**config.mk**
```make
export PLATFORM = sky130hd
export DESIGN_NAME = pc_unit_flat
export DESIGN_NICKNAME = d
export VERILOG_FILES = /design/src/rtl/pc_pkg.sv /design/src/rtl/pc_unit_if.sv /design/src/rtl/pc_unit_branch_lut.sv /design/src/rtl/pc_unit.sv /design/src/flat_wrapper.sv
export SDC_FILE = /design/constraint.sdc
export NUM_CORES = 1
export LEC_CHECK = 0
export CORE_ASPECT_RATIO = 1.1
export CORE_MARGIN = 2
export CORE_UTILIZATION = 33
export DETAILED_ROUTE_END_ITERATION = 8
export HOLD_SLACK_MARGIN = 0.12
export REMOVE_ABC_BUFFERS = 1
export SYNTH_ARGS = -nofsm -noshare
export SYNTH_HDL_FRONTEND = slang
export SYNTH_SLANG_ARGS = --single-unit
```
**constraint.sdc**
```tcl
create_clock -name clk -period 3.7 [get_ports clk]
set_input_delay 0.555 -clock clk [delete_from_list [all_inputs] [get_ports clk]]
set_output_delay 0.555 -clock clk [all_outputs]
set_load 0.02 [all_outputs]
```
**src/rtl/pc_pkg.sv**
```systemverilog
// rtl/pc_pkg.sv - shared types and constants for the program-counter stage
package pc_pkg;

  typedef enum logic [1:0] {
    IDLE = 2'd0,
    RUN  = 2'd1,
    HALT = 2'd2
  } pc_state_t;

  localparam int          PC_W_DEF   = 10;
  localparam int          LUT_AW_DEF = 5;
  localparam logic [15:0] CYCLE_MAX  = 16'hFFFF;

endpackage

```
**src/rtl/pc_unit_if.sv**
```systemverilog
// rtl/pc_unit_if.sv - control, LUT-write and address bundle of the PC stage
interface pc_unit_if import pc_pkg::*; #(
  parameter int PC_W   = PC_W_DEF,
  parameter int LUT_AW = LUT_AW_DEF
);

  logic              start;
  logic              stall;
  logic              halt_req;
  logic              jump_en;
  logic              branch_en;
  logic              alu_zero;
  logic [LUT_AW-1:0] lut_idx;
  logic              lut_we;
  logic [LUT_AW-1:0] lut_waddr;
  logic [PC_W-1:0]   lut_wdata;
  logic [PC_W-1:0]   pc;
  logic              instr_valid;
  logic              branch_taken;
  logic              done;
  logic [15:0]       cycle_count;

  modport master (
    output start, stall, halt_req, jump_en, branch_en, alu_zero,
    output lut_idx, lut_we, lut_waddr, lut_wdata,
    input  pc, instr_valid, branch_taken, done, cycle_count
  );

  modport slave (
    input  start, stall, halt_req, jump_en, branch_en, alu_zero,
    input  lut_idx, lut_we, lut_waddr, lut_wdata,
    output pc, instr_valid, branch_taken, done, cycle_count
  );

endinterface

```
**src/rtl/pc_unit_branch_lut.sv**
```systemverilog
// rtl/pc_unit_branch_lut.sv - absolute branch/jump target table, 1W 1R-async
module branch_lut import pc_pkg::*; #(
  parameter int PC_W   = PC_W_DEF,
  parameter int LUT_AW = LUT_AW_DEF
) (
  input  logic              clk,
  input  logic              rst_n,
  input  logic              i_we,
  input  logic [LUT_AW-1:0] i_waddr,
  input  logic [PC_W-1:0]   i_wdata,
  input  logic [LUT_AW-1:0] i_raddr,
  output logic [PC_W-1:0]   o_rdata
);

  logic [PC_W-1:0] r_mem [2**LUT_AW];

  // Table storage: cleared by reset, written whenever the write enable is high
  always_ff @(posedge clk or negedge rst_n) begin
    if (!rst_n) begin
      for (int i = 0; i < 2**LUT_AW; i++) begin
        r_mem[i] <= '0;
      end
    end else if (i_we) begin
      r_mem[i_waddr] <= i_wdata;
    end
  end

  // Read straight from the stored array, so a same-edge write is not seen yet
  assign o_rdata = r_mem[i_raddr];

endmodule

```
**src/rtl/pc_unit.sv**
```systemverilog
// rtl/pc_unit.sv - program counter, next-address mux, run/halt FSM and cycle counter
module pc_unit import pc_pkg::*; #(
  parameter int PC_W       = PC_W_DEF,
  parameter int LUT_AW     = LUT_AW_DEF,
  parameter int START_ADDR = 0
) (
  input  logic     clk,
  input  logic     rst_n,
  pc_unit_if.slave bus
);

  localparam logic [PC_W-1:0] START_PC = PC_W'(START_ADDR);

  pc_state_t       r_state;
  pc_state_t       w_state_nxt;
  logic [PC_W-1:0] r_pc;
  logic [PC_W-1:0] w_pc_nxt;
  logic [PC_W-1:0] w_target;
  logic            r_instr_valid;
  logic            r_branch_taken;
  logic            r_done;
  logic            w_taken;
  logic [15:0]     r_cycle_count;
  logic [15:0]     w_cc_nxt;

  branch_lut #(
    .PC_W   (PC_W),
    .LUT_AW (LUT_AW)
  ) u_lut (
    .clk     (clk),
    .rst_n   (rst_n),
    .i_we    (bus.lut_we),
    .i_waddr (bus.lut_waddr),
    .i_wdata (bus.lut_wdata),
    .i_raddr (bus.lut_idx),
    .o_rdata (w_target)
  );

  // Next state, next PC and counter; a stalled RUN cycle leaves everything as is
  always_comb begin
    w_state_nxt = r_state;
    w_pc_nxt    = r_pc;
    w_taken     = 1'b0;
    w_cc_nxt    = r_cycle_count;
    case (r_state)
      IDLE, HALT: begin
        if (bus.start) begin
          w_state_nxt = RUN;
          w_pc_nxt    = START_PC;
          w_cc_nxt    = '0;
        end
      end
      RUN: begin
        if (!bus.stall) begin
          w_cc_nxt = (r_cycle_count == CYCLE_MAX) ? r_cycle_count : r_cycle_count + 16'd1;
          if (bus.halt_req) begin
            w_state_nxt = HALT;
          end else if (bus.jump_en || (bus.branch_en && bus.alu_zero)) begin
            w_pc_nxt = w_target;
            w_taken  = 1'b1;
          end else begin
            w_pc_nxt = r_pc + PC_W'(1);
          end
        end
      end
      default: w_state_nxt = IDLE;
    endcase
  end

  // State and registered outputs; valid/done decode the next state so they move with it
  always_ff @(posedge clk or negedge rst_n) begin
    if (!rst_n) begin
      r_state        <= IDLE;
      r_pc           <= START_PC;
      r_instr_valid  <= 1'b0;
      r_branch_taken <= 1'b0;
      r_done         <= 1'b0;
      r_cycle_count  <= '0;
    end else begin
      r_state        <= w_state_nxt;
      r_pc           <= w_pc_nxt;
      r_instr_valid  <= (w_state_nxt == RUN);
      r_branch_taken <= w_taken;
      r_done         <= (w_state_nxt == HALT);
      r_cycle_count  <= w_cc_nxt;
    end
  end

  assign bus.pc           = r_pc;
  assign bus.instr_valid  = r_instr_valid;
  assign bus.branch_taken = r_branch_taken;
  assign bus.done         = r_done;
  assign bus.cycle_count  = r_cycle_count;

endmodule
```
**src/flat_wrapper.sv**
```systemverilog
// flat-port wrapper written by rule: the top's interface ports become plain ports
module pc_unit_flat import pc_pkg::*;
#(
  parameter int PC_W       = PC_W_DEF,
  parameter int LUT_AW     = LUT_AW_DEF,
  parameter int START_ADDR = 0
)
  (clk, rst_n, bus_start, bus_stall, bus_halt_req, bus_jump_en, bus_branch_en, bus_alu_zero, bus_lut_idx, bus_lut_we, bus_lut_waddr, bus_lut_wdata, bus_pc, bus_instr_valid, bus_branch_taken, bus_done, bus_cycle_count);
  pc_unit_if #(.PC_W(PC_W), .LUT_AW(LUT_AW)) bus_i ();
  input  logic clk;
  input  logic rst_n;
  input wire logic [$bits(bus_i.start)-1:0] bus_start;
  input wire logic [$bits(bus_i.stall)-1:0] bus_stall;
  input wire logic [$bits(bus_i.halt_req)-1:0] bus_halt_req;
  input wire logic [$bits(bus_i.jump_en)-1:0] bus_jump_en;
  input wire logic [$bits(bus_i.branch_en)-1:0] bus_branch_en;
  input wire logic [$bits(bus_i.alu_zero)-1:0] bus_alu_zero;
  input wire logic [$bits(bus_i.lut_idx)-1:0] bus_lut_idx;
  input wire logic [$bits(bus_i.lut_we)-1:0] bus_lut_we;
  input wire logic [$bits(bus_i.lut_waddr)-1:0] bus_lut_waddr;
  input wire logic [$bits(bus_i.lut_wdata)-1:0] bus_lut_wdata;
  output wire logic [$bits(bus_i.pc)-1:0] bus_pc;
  output wire logic [$bits(bus_i.instr_valid)-1:0] bus_instr_valid;
  output wire logic [$bits(bus_i.branch_taken)-1:0] bus_branch_taken;
  output wire logic [$bits(bus_i.done)-1:0] bus_done;
  output wire logic [$bits(bus_i.cycle_count)-1:0] bus_cycle_count;
  assign bus_i.start = bus_start;
  assign bus_i.stall = bus_stall;
  assign bus_i.halt_req = bus_halt_req;
  assign bus_i.jump_en = bus_jump_en;
  assign bus_i.branch_en = bus_branch_en;
  assign bus_i.alu_zero = bus_alu_zero;
  assign bus_i.lut_idx = bus_lut_idx;
  assign bus_i.lut_we = bus_lut_we;
  assign bus_i.lut_waddr = bus_lut_waddr;
  assign bus_i.lut_wdata = bus_lut_wdata;
  assign bus_pc = bus_i.pc;
  assign bus_instr_valid = bus_i.instr_valid;
  assign bus_branch_taken = bus_i.branch_taken;
  assign bus_done = bus_i.done;
  assign bus_cycle_count = bus_i.cycle_count;
  pc_unit #(.PC_W(PC_W), .LUT_AW(LUT_AW), .START_ADDR(START_ADDR)) u_core (.clk(clk), .rst_n(rst_n), .bus(bus_i));
endmodule
```
==> summary.txt <==
Routing
  • Total number of vias: 9809
  • Initial detailed-routing violation count: 787
  • Via-to-Cell Ratio: 5.314
  • Total Wirelength: 41.73 mm
  • WL/cell: 22.60 um
  • DRC violation count after routing: 0
  • Antenna-violating nets left: 0
  • Detailed-router iteration count before antenna repair: 5

Timing
  • Final Slew Violations: 0
  • Setup TNS: 0 ns
  • RSZ-0062 raised after global routing: false
  • Worst clock skew: 0.02269 ns
  • Final Hold Vio Count: 0
  • F_max: 0.3843 GHz
  • Transition time at the pin with the least slew margin: 1.238 ns
  • Final setup violating endpoints: 0
  • Slew Limit Headroom: 0.1724
  • Final period demand of the worst path: 2.602 ns
  • Fin crit share: 0.7032

Finish
  • Finished Layout Cells: 1846
  • Final antenna diode count: 0
  • Layout Nets: 1194
  • Share of cells above drive strength 1: 0.4456
  • Area growth syn-to-layout: 17.05%
  • Fill cell total of the finished layout: 4535
  • Highest-count cells in the layout ignoring fill and taps: dfrtp_1, mux2_2, mux4_2
  • Most common cell after layout, fill and taps aside: dfrtp_1

Clock tree
  • Number of levels the H-tree was split into: 2
  • Post-CTS repair timing setup buffer count: 0
  • Insertion delay to the later sink of the worst-skew pair: 0.56 ns
  • Resized cells post-CTS: 0
  • Clock sink count: 351
  • Clock tree from TritonCTS: built
  • Clock root buffer: clkbuf_16
  • Cts bufs inserted: 40
  • Clock-pin transition on the worst setup and hold timing paths: 0.06 ns
  • Clock buffer depth: 3
  • Number of hold buffers added after CTS: 1

Worst setup path
  • Largest fanout on the critical path: 16
  • Capture point of the worst reg-to-reg path: u_core.bus.pc[9]$_DFFE_PN0P_
  • Worst R2R Start: u_core.r_state[1]$_DFF_PN0_
  • Required time of the critical path: 4.11 ns
  • Crit end category: flip-flop
  • Classification of the worst setup path: in2reg
  • CP startpoint kind: input pin
  • Number of cell instances on the worst register-to-register path: 6
  • Slack of the worst reg-to-reg path: 1.40 ns
  • Arrival time at the worst endpoint: 3.01 ns

GRT
  • Total global routing track utilization: 0.1661
  • Vias in the first global route: 10438
  • Leftover overflow at the end of global routing: 0
  • Pin count of the biggest net entering global routing: 94
  • Global-route wire length before repair: 64.92 mm
  • Number of antenna violations at the first check in global routing: 3

Synthesis
  • Most area-hungry cell type in the Yosys netlist: dfrtp_1
  • Proportion of register bits with asynchronous set or reset after synthesis: 1.000
  • Mapped cell area: 16390 um^2
  • Main synth FF type: dfrtp_1
  • Number of instances in the synthesized netlist: 1100
  • Number of flops mapped to enable cells by yosys: 0
  • Leading post-synthesis cells by cell area: dfrtp_1, mux2_2, mux4_2, mux4_1, clkbuf_1
  • Number of distinct standard cells referenced by the synthesized netlist: 67
  • Seq/Total Area, Yosys: 0.5360
  • Area share of the leading cell type in the synthesized netlist: 0.5360
  • Post-synthesis area per instance: 14.90 um^2
  • Warnings from Yosys: 0
  • Number of synthesized register bits: 351

Floorplanning
  • Chip height: 237.7 um
  • Total Die Area: 51460 um^2
  • Starting density of the core: 0.3343
  • Boundary pin count: 58
  • Placeable Area: 49030 um^2
  • Std cell rows: 85
  • Horizontal die dimension: 216.5 um

Worst hold path
  • Hold/Removal Path Class: reg2reg
  • Worst hold path depth: 1
  • Launch instance of the worst min-delay path: u_core.u_lut.r_mem[194]$_DFFE_PN0P_
  • End point of the most critical hold path: u_core.u_lut.r_mem[194]$_DFFE_PN0P_

Pwr
  • Net switching share of the total power: 0.2539
  • Share of power burned in registers: 0.448
  • Total net switching power: 2824 uW
  • Power per cell area: 579.7 nW/um^2
  • Combinational share of power: 0.171
  • Leakage dissipation: 0.008266 uW
  • Portion of total power attributed to the clock network: 0.381
  • Internal portion of total power: 8296 uW
  • Peak VDD IR: 0.0002717 V

Place
  • Number of I/O port buffers: 57
  • Detailed Place HPWL: 27.33 mm
  • Placed cells: 1772
  • RePlAce Congestion: 0.8015

Run
  • Reported max-cap violation count: 0

Outcome
  • Result of the run: finished clean
[metal layers]
layer	vias to the layer above	GRT usage	part of all wire
met1	5249	0.2245	0.45
li1	4274	-	-
met4	4	0.04193	0.021
met3	73	0.03826	0.049
met5	-	0	0.00050
met2	209	0.2698	0.48
[logic make-up after synthesis]
family,count (synthesis),synth area share
multiplexers,417,0.3412
flip-flops,351,0.5360
AND/OR/NAND/NOR,163,0.06047
AO/OA/AOI/OAI,92,0.03756
buffers and inverters,72,0.02168
XOR/XNOR,3,0.001604
adder cells (fa/ha/maj),2,0.001527
[power by group through the flow]
stage          registers (uW)  logic [uW]  clock network (uW)
4_1_cts                  4970        1930                4330
3_5_place_dp             5040        1920                   0
5_1_grt                  5070        2060                4500
6_report                 4980        1910                4230
2_1_floorplan            4960        1200                   0
3_3_place_gp             5000        1880                   0
[state kept, by name (all words and copies together), names as in the netlist]
name / flops
u_core.r_state: 2
u_core.bus.done: 1
u_core.bus.branch_taken: 1
u_core.bus.instr_valid: 1
u_core.bus.cycle_count: 16
u_core.bus.pc: 10
u_core.u_lut.r_mem: 320
[final cells by class]
cell class                      count  area, um^2  share of cell area
Clock inverter                     12       195.2             0.01018
Timing Repair Buffer               88       888.4             0.04631
Clock buffer                       61        1231             0.06418
Sequential cell                   351        8783              0.4579
Inverter                            5       18.77           0.0009784
Tap cell                          652       815.8             0.04253
Multi-Input combinational cell    677        7249              0.3779
[how the worst max path moves through the flow]
stage,startpoint,endpoint,slack [ns],cells past startpoint
2_1_floorplan,bus_lut_waddr[1],u_core.u_lut.r_mem[190]$_DFFE_PN0P_,1.86,3
3_5_place_dp,bus_lut_idx[3],u_core.bus.pc[4]$_DFFE_PN0P_,0.59,7
3_3_place_gp,bus_lut_idx[3],u_core.bus.pc[4]$_DFFE_PN0P_,0.57,7
6_report,bus_lut_idx[3],u_core.bus.pc[4]$_DFFE_PN0P_,1.10,7
4_1_cts,bus_lut_idx[3],u_core.bus.pc[4]$_DFFE_PN0P_,1.17,7
5_1_grt,bus_lut_idx[3],u_core.bus.pc[4]$_DFFE_PN0P_,1.09,7
[Yosys cell counts (all sizes together), types with 7 or more instances]
library cell / instances
nand3: 20
a21oi: 18
nand2b: 12
nand2: 40
mux2i: 10
o21ai: 24
buf: 26
dfrtp: 351
a22oi: 11
o22ai: 9
o211ai: 7
nor2: 33
nor3b: 7
clkbuf: 41
mux2: 329
nor2b: 8
mux4: 78
[worst max-delay path: stages]
cell and delay, ns:
clkdlybuf4s50_1 0.85, buf_4 0.43, and2_1 0.19, a22oi_1 0.36, a21boi_0 0.21, o21ai_1 0.26, o311ai_1 0.13
[through the flow]
step | cell area, um^2 | hold WS [ns] | worst slack, ns | power [uW] | utilization
floorplan | 16050 | 0.2594 | 1.858 | 6154 | -
global placement | 17750 | 0.4660 | 0.5713 | 6879 | 0.3620
detailed placement | 17750 | 0.4743 | 0.5913 | 6963 | 0.3620
CTS | 19180 | 0.4877 | 1.174 | 11230 | 0.3912
global route | 19180 | 0.5027 | 1.089 | 11630 | 0.3912
finish | 19180 | 0.4843 | 1.098 | 11120 | 0.3912
Power figures use the tool's default switching activity.
